===== config.mk =====
export PLATFORM = sky130hd
export DESIGN_NAME = fetch_pc_unit
export DESIGN_NICKNAME = d
export VERILOG_FILES = /design/src/rtl/fetch_pc_unit.sv
export SDC_FILE = /design/constraint.sdc
export NUM_CORES = 1
export LEC_CHECK = 0
export BUFFER_PORTS_ARGS = -buffer_cell sky130_fd_sc_hd__clkbuf_2
export CAP_MARGIN = 40
export CORE_MARGIN = 5
export CORE_UTILIZATION = 35
export CTS_CLUSTER_DIAMETER = 100
export DETAILED_ROUTE_END_ITERATION = 8
export GPL_TIMING_DRIVEN = 0
export HOLD_SLACK_MARGIN = 0.05
export MAX_ROUTING_LAYER = met4
export SLEW_MARGIN = 15
export SYNTH_ARGS = -nofsm -noshare
export SYNTH_HDL_FRONTEND = slang
export SYNTH_SLANG_ARGS = --single-unit

===== constraint.sdc =====
create_clock -name clk -period 3 [get_ports clk]
set_clock_uncertainty 0.15 [all_clocks]
set_input_delay 0.15 -clock clk [delete_from_list [all_inputs] [get_ports clk]]
set_output_delay 0.15 -clock clk [all_outputs]
set_load 0.005 [all_outputs]

===== src/rtl/fetch_pc_unit.sv =====
// fetch_pc_unit: instruction-fetch stage owning the word-addressed PC.
// Issues one imem request at a time (req/ready, then rvalid), presents
// {pc, instr} downstream and applies redirects, killing in-flight fetches.
// Optional macro FETCH_PERF_CNT_EN adds perf_fetch_cnt / perf_kill_cnt.
module fetch_pc_unit #(
  parameter int unsigned       ADDR_W   = 32,
  parameter int unsigned       DATA_W   = 32,
  parameter logic [ADDR_W-1:0] RESET_PC = ADDR_W'(32'h0000_0000)
) (
  input  logic              clk,
  input  logic              rst_n,
  output logic              imem_req,
  output logic [ADDR_W-1:0] imem_addr,
  input  logic              imem_ready,
  input  logic              imem_rvalid,
  input  logic [DATA_W-1:0] imem_rdata,
  input  logic              redirect_valid,
  input  logic [ADDR_W-1:0] redirect_pc,
  input  logic              stall,
  output logic [ADDR_W-1:0] pc,
  output logic [DATA_W-1:0] instr,
  output logic              instr_valid
`ifdef FETCH_PERF_CNT_EN
  ,
  output logic [31:0]       perf_fetch_cnt,
  output logic [31:0]       perf_kill_cnt
`endif
);

  typedef enum logic [1:0] {S_IDLE, S_REQ, S_WAIT, S_HOLD} state_t;

  state_t            r_state;
  logic [ADDR_W-1:0] r_fetch_pc;
  logic [ADDR_W-1:0] r_pend_pc;
  logic              r_pend_valid;
  logic              r_kill;
  logic              r_imem_req;
  logic [ADDR_W-1:0] r_pc;
  logic [DATA_W-1:0] r_instr;
  logic              r_instr_valid;

  // imem_addr is the fetch PC itself, which only moves while no request is up
  assign imem_req    = r_imem_req;
  assign imem_addr   = r_fetch_pc;
  assign pc          = r_pc;
  assign instr       = r_instr;
  assign instr_valid = r_instr_valid;

  // Fetch FSM: request, wait for response, hold presented instruction
  always_ff @(posedge clk) begin
    if (!rst_n) begin
      r_state       <= S_IDLE;
      r_fetch_pc    <= RESET_PC;
      r_pend_pc     <= RESET_PC;
      r_pend_valid  <= 1'b0;
      r_kill        <= 1'b0;
      r_imem_req    <= 1'b0;
      r_pc          <= RESET_PC;
      r_instr       <= '0;
      r_instr_valid <= 1'b0;
    end else begin
      case (r_state)
        S_IDLE: begin
          if (redirect_valid) r_fetch_pc <= redirect_pc;
          r_state    <= S_REQ;
          r_imem_req <= 1'b1;
        end
        S_REQ: begin
          // address stays put until accepted; a redirect here kills the response
          if (redirect_valid) begin
            r_pend_pc    <= redirect_pc;
            r_pend_valid <= 1'b1;
            r_kill       <= 1'b1;
          end
          if (imem_ready) begin
            r_state    <= S_WAIT;
            r_imem_req <= 1'b0;
          end
        end
        S_WAIT: begin
          if (imem_rvalid) begin
            if (redirect_valid) begin
              r_fetch_pc   <= redirect_pc;
              r_kill       <= 1'b0;
              r_pend_valid <= 1'b0;
              r_state      <= S_REQ;
              r_imem_req   <= 1'b1;
            end else if (r_kill) begin
              r_fetch_pc   <= r_pend_valid ? r_pend_pc : r_fetch_pc;
              r_kill       <= 1'b0;
              r_pend_valid <= 1'b0;
              r_state      <= S_REQ;
              r_imem_req   <= 1'b1;
            end else begin
              r_instr       <= imem_rdata;
              r_pc          <= r_fetch_pc;
              r_instr_valid <= 1'b1;
              r_state       <= S_HOLD;
            end
          end else if (redirect_valid) begin
            // last redirect wins while the response is still outstanding
            r_pend_pc    <= redirect_pc;
            r_pend_valid <= 1'b1;
            r_kill       <= 1'b1;
          end
        end
        S_HOLD: begin
          if (redirect_valid) begin
            r_instr_valid <= 1'b0;
            r_fetch_pc    <= redirect_pc;
            r_state       <= S_REQ;
            r_imem_req    <= 1'b1;
          end else if (!stall) begin
            r_instr_valid <= 1'b0;
            r_fetch_pc    <= r_fetch_pc + ADDR_W'(1);
            r_state       <= S_REQ;
            r_imem_req    <= 1'b1;
          end
        end
        default: begin
          r_state    <= S_IDLE;
          r_imem_req <= 1'b0;
        end
      endcase
    end
  end

`ifdef FETCH_PERF_CNT_EN
  localparam int unsigned CNT_W = 32;

  logic [CNT_W-1:0] r_perf_fetch_cnt;
  logic [CNT_W-1:0] r_perf_kill_cnt;
  logic             w_xfer;
  logic             w_drop;

  assign w_xfer = (r_state == S_HOLD) && !stall && !redirect_valid;
  assign w_drop = (r_state == S_WAIT) && imem_rvalid && (r_kill || redirect_valid);

  assign perf_fetch_cnt = r_perf_fetch_cnt;
  assign perf_kill_cnt  = r_perf_kill_cnt;

  // Count transferred instructions and discarded responses
  always_ff @(posedge clk) begin
    if (!rst_n) begin
      r_perf_fetch_cnt <= '0;
      r_perf_kill_cnt  <= '0;
    end else begin
      if (w_xfer) r_perf_fetch_cnt <= r_perf_fetch_cnt + CNT_W'(1);
      if (w_drop) r_perf_kill_cnt  <= r_perf_kill_cnt + CNT_W'(1);
    end
  end
`endif

endmodule


# Word-level counts from Yosys, hierarchy flattened
# Index checks and enable logic that the tools add are counted.
dict set report classes {
  addsub 1
  n_eq_ne 13
  mux 39
  bitwise 2
  reduce_logical 11
}
# operator count
set op_table {}
lappend op_table {{$mux W32} 9}
lappend op_table {{$pmux W32 S3} 1}
lappend op_table {{$pmux W32 S2} 1}
lappend op_table {{$add A32 B1 Y32 const B} 1}
lappend op_table {{$mux W1} 17}
lappend op_table {{$mux W2} 6}
lappend op_table {{$ne A2 B2 Y1 const B} 6}
lappend op_table {{$ne A3 B3 Y1 const B} 3}
lappend op_table {{$pmux W2 S4} 1}
lappend op_table {{$reduce_and A4 Y1} 2}
lappend op_table {{$pmux W1 S2} 3}
lappend op_table {{$reduce_and A6 Y1} 1}
lappend op_table {{$reduce_and A5 Y1} 1}
lappend op_table {{$eq A2 B2 Y1 const B} 2}
lappend op_table {{$ne A4 B4 Y1 const B} 1}
lappend op_table {{$pmux W1 S4} 1}
lappend op_table {{$reduce_and A2 Y1} 2}
lappend op_table {{$reduce_bool A2 Y1} 2}
lappend op_table {{$reduce_and A3 Y1} 1}
lappend op_table {{$reduce_bool A3 Y1} 1}
lappend op_table {{$eq A2 B1 Y1 const B} 1}
lappend op_table {{$logic_not A2 Y1} 1}
lappend op_table {{$not A1 Y1} 2}
dict set report word_totals {
  reg_bits 134
  in_bits 70
  output_inout_bits 98
  elab_cells 75
}

# Logic depth before layout (Yosys ltp)
dict set report logic_depth {
  ltp_word 5
  ltp_mapped 9
  mapped_depth_nobuf 7
}

# Least setup slack after synthesis
# OpenSTA, ideal clock, no wires.
dict set report synth_timing {
  kind {flip-flop to flip-flop}
  startpoint {register r_state[0]}
  endpoint {register r_fetch_pc[0], in the netlist imem_addr[0]}
  setup_time_ns 0.116
  t_arrival_ns 2.157
  required_ns 2.734
  setup_slack_ns 0.577
  path_stages_with_launch 10
  n_path_buf 3
  path_cell_list {dfxtp_1 > ha_1 > buf_2 > nor2b_1 > clkbuf_1 > a22o_1 > or3_1 > buf_2 > a221o_1 > o211a_1}
}
dict set report synth_via {
  elab_chain_cells 3
  elab_cells_between_ends 11
  cone_classes {eq/ne (7); mux (1); reduce/logical (3)}
}
# item line
set synth_rtl {}
lappend synth_rtl {{start, declared} 32} ;# state_t r_state;
lappend synth_rtl {{start signal, assigned} 52} ;# r_state <= S_IDLE;
lappend synth_rtl {{start signal, assigned} 65} ;# r_state <= S_REQ;
lappend synth_rtl {{start signal, assigned} 76} ;# r_state <= S_WAIT;
lappend synth_rtl {{$eq A2 B2 Y1 / $logic_not A2 Y1 (equally long branches)} 62} ;# case (r_state)
lappend synth_rtl {{$ne A3 B3 Y1 (no source line), or another cell as far along} --}
lappend synth_rtl {{$reduce_and A6 Y1 (no source line)} --}
lappend synth_rtl {{end signal, assigned} 64} ;# if (redirect_valid) r_fetch_pc <= redirect_pc;
lappend synth_rtl {{end signal, assigned} 83} ;# r_fetch_pc <= redirect_pc;
lappend synth_rtl {{end signal, assigned} 89} ;# r_fetch_pc <= r_pend_valid ? r_pend_pc : r_fetch_pc;
lappend synth_rtl {{end, declared} 33} ;# logic [ADDR_W-1:0] r_fetch_pc;
# Parallel ways exist; a longest one is shown, timed or not.
# A chain may end at the register's enable or synchronous reset.

# Final worst setup path
dict set report layout_timing {
  startpoint {register r_state[0]}
  endpoint {register r_fetch_pc[12], in the netlist imem_addr[12]}
}
# The elaborated chain is that of the path after synthesis.

==> results by group <==
Layout
  – Sequential Area: 2680 um^2
  – Final Util: 49.8%
  – Filler cells: roughly 1700
  – Commonest cells after routing, fill and taps aside: nand2_1, clkbuf_2, dfxtp_1, a21oi_1, dlygate4sd3_1
  – Design Area, Final: between 8000 and 9000 um^2
  – Most common cell after layout, fill and taps aside: nand2_1
  – Layout cell share with drive strength beyond 1: 22.1%
  – Area grow syn2layout: 40.0%
  – # nets final: 1132
  – Multi-input logic area: 3190 um^2

Critical path
  – Critical path peak fanout: 10
  – Critical Path Most Common Cell: buf_2
  – CP bufs+invs: 3
  – Worst path max stage delay: 400 ps
  – Crit-path leading delay family: compound AO/OA/AOI/OAI gates
  – Slowest cell on the critical path: a22o_2
  – Crit path depth: 9
  – Crit end category: register
  – Worst-path cell chain: ha_1 > buf_2 > nor2b_1 > clkbuf_2 > a22o_2 > or3_1 > buf_2 > a221oi_1 > a21oi_1
  – WP data required: 3160 ps
  – FF-to-FF path depth: 9
  – Setup crit start kind: register
  – WP data arrival: slightly above 3000 ps
  – Setup CP Type: register to register

Synth
  – Post-synth EDFFs: 0
  – Syn nets: between 800 and 900
  – Synth Flop Type: dfxtp_1
  – Syn Inst Count: 800
  – Sequential share of the synthesized area: 43.7%
  – Mapped Area: 6130 um^2
  – Mean Syn Cell Area: 7.67 um^2
  – Synth warn: 0
  – Cell variety after synth: 62
  – Async S/R FF share, synth: 0%
  – Yosys reg bits: roughly 130

Placed design
  – Area after DPL: 7260 um^2
  – Gpl congestion: 0.868
  – DP HPWL: 15800 um
  – Port bufs: 166

Route
  – Vias per inst: 5.24
  – Initial DRC count: 604
  – Routed via count: between 6000 and 7000
  – Final WL: between 20000 and 25000 um
  – DRT Pass-1 Iters: 6
  – WL per Instance: 17.0 um
  – DRC viols: 0
  – Final antenna-violating net count: 0

Die
  – IO Pins: ~170
  – DIE AREA: 20300 um^2
  – Height of the chip: 142 um
  – Core area: 17200 um^2
  – # rows: between 40 and 50
  – Die W: 142 um
  – Initial core utilization: 35.6%

GRT
  – Largest net degree at the start of global routing: 17
  – Tot GR Track Use: 22.4%
  – Grt ovf: 0
  – First-pass GRT wire length: 35000 um
  – Initial antenna violation count: 1
  – Number of global-route vias before repair: 6555

STA
  – Worst slew pin tran: 772 ps
  – Final setup fails: 0
  – Final worst path period need: between 2000 and 3000 ps
  – Final Hold Fails: 0
  – Max Clk Rate: ~0.35 GHz
  – Slew HR: 48.6%
  – RSZ-0062 raised after global routing: true
  – Slew Viols, Final: 0
  – Period utilization: 95.8%

Clock network
  – CTS sink count: around 130
  – H-tree depth: 4
  – Clk buf depth: 2
  – Inserted Clock Buffers: 17
  – Root Driver: clkbuf_16
  – Clk_lat worst skew: 430 ps
  – CTS clk-pin slew, worst paths: around 60 ps
  – CTS tree: built

Power and ir drop
  – PD cells: 566 nW/um^2
  – Peak VDD IR: between 0.4 and 0.5 mV
  – Pwr Total: 4.86 mW
  – P_leak: 3.39 nW

Run
  – Maxcap violations: 0

Worst hold path
  – Hold Path Class: input pin to register
  – Worst Hold Depth: 4

Outcome
  – Status: finished, final reports clean
==> state kept, by name, summed over array words and instances (netlist names), 2 cells and up <==
signal / flops
pc: 32
r_pend_pc: 32
r_state: 2
instr: 32
imem_addr: 32
==> power breakdown <==
part           switching, mW  internal [mW]  leakage [nW]
Combinational          0.434          0.318          2.01
Clock                  0.898           1.18         0.287
Sequential             0.146           1.89          1.09
==> per-stage QoR <==
stage	cells	hold slack [ps]	TNS [ps]	setup WS, ps
2_1_floorplan	800	119	0	577
3_3_place_gp	1191	225	-55340	-846
3_5_place_dp	1192	229	-3980	-248
4_1_cts	1294	117	0	54.2
5_1_grt	1295	154	-131	-44.8
6_report	1295	132	0	125
==> cell families (layout without fill, tap and decap cells) <==
| kind of cell | Yosys count | in the layout | share of synthesized area [%] |
|---|---|---|---|
| buf+inv | 72 | 341 | 4.73 |
| xor+xnor | 5 | 5 | 0.714 |
| compound gates | 251 | 251 | 24.5 |
| fa+ha+maj | 6 | 6 | 1.22 |
| mux | 11 | 11 | 1.90 |
| flops | 134 | 134 | 43.7 |
| other cells | 0 | 1 | 0 |
| simple gates | 321 | 321 | 23.2 |
==> cells in the mapped netlist, types with 2 or more instances <==
master    count  share of area (%)
a311o_1       2               0.33
a21o_1        4               0.49
nor3_1       14                1.1
a222oi_1      3               0.49
o31ai_1       4               0.49
o211ai_1      4               0.49
a31o_2        2               0.29
nor2b_1       5               0.51
o21a_1        3               0.37
o22ai_1       3               0.31
and4_1        6               0.86
nand2_1     233                 14
a31oi_1       8               0.82
nor2_1       11               0.67
a21oi_1     126                 10
xor2_1        2               0.29
or4_1         3               0.37
nand3_1      13                1.1
xnor2_1       3               0.43
dfxtp_1     134                 44
ha_1          6                1.2
a32o_1        2               0.33
a221oi_1      7                1.0
clkbuf_1     51                3.1
nand4_1      11                1.1
nand2b_1      2               0.20
inv_1         8               0.49
mux2_2        5               0.92
mux2i_1       6               0.98
o211a_1       3               0.49
buf_2        10               0.82
a22oi_1       9                1.1
o21ai_0      47                3.8
nor4_1        6               0.61
a211oi_1      2               0.24
o41ai_1       3               0.43
a22o_1        9                1.3
or2_2         2               0.20
or3_1         5               0.51
==> routing by layer <==
layer	GRT usage, %	part of all wire [%]	vias to the layer above
li1	-	-	3358
met1	28.4	43	3115
met2	35.2	46	273
met3	5.58	8.4	34
met4	7.15	1.9	0
met5	-	0	-
==> repair_timing <==
item                       in CTS  in global routing
hold buffers                   70                  0
resized for setup               2                 13
setup buffers                   0                  0
hold endpoints to repair       95                  0
setup endpoints to repair      30                 75
==> worst paths after layout <==
| path | startpoint | endpoint | slack (ps) |
|---|---|---|---|
| setup / recovery | r_state[0] | imem_addr[12] | 130 |
| hold / removal | rst_n | imem_addr[29] | 130 |
| setup reg to reg | r_state[0] | imem_addr[12] | 130 |
| hold reg to reg | pc[29] | pc[29] | 300 |
==> area by class of cell <==
cell class / count / share of cell area (%)
repair buffers: 237 / 18.0
diodes: 1 / 0.0292
multi-input cells: 594 / 37.2
plain buffers: 63 / 3.09
clock buffers: 17 / 4.96
well taps: 225 / 3.28
clock inverters: 15 / 1.88
flip-flops and latches: 134 / 31.2
inverters: 9 / 0.394
==> worst min-delay path, delay by kind of cell <==
| kind | cells | cell delay [ps] |
|---|---|---|
| AOI/OAI and AO/OA | 1 | 140 |
| and+or+nand+nor | 1 | 170 |
| buffers and inverters | 2 | 210 |
No activity file was read; power rests on OpenSTA's default activity.
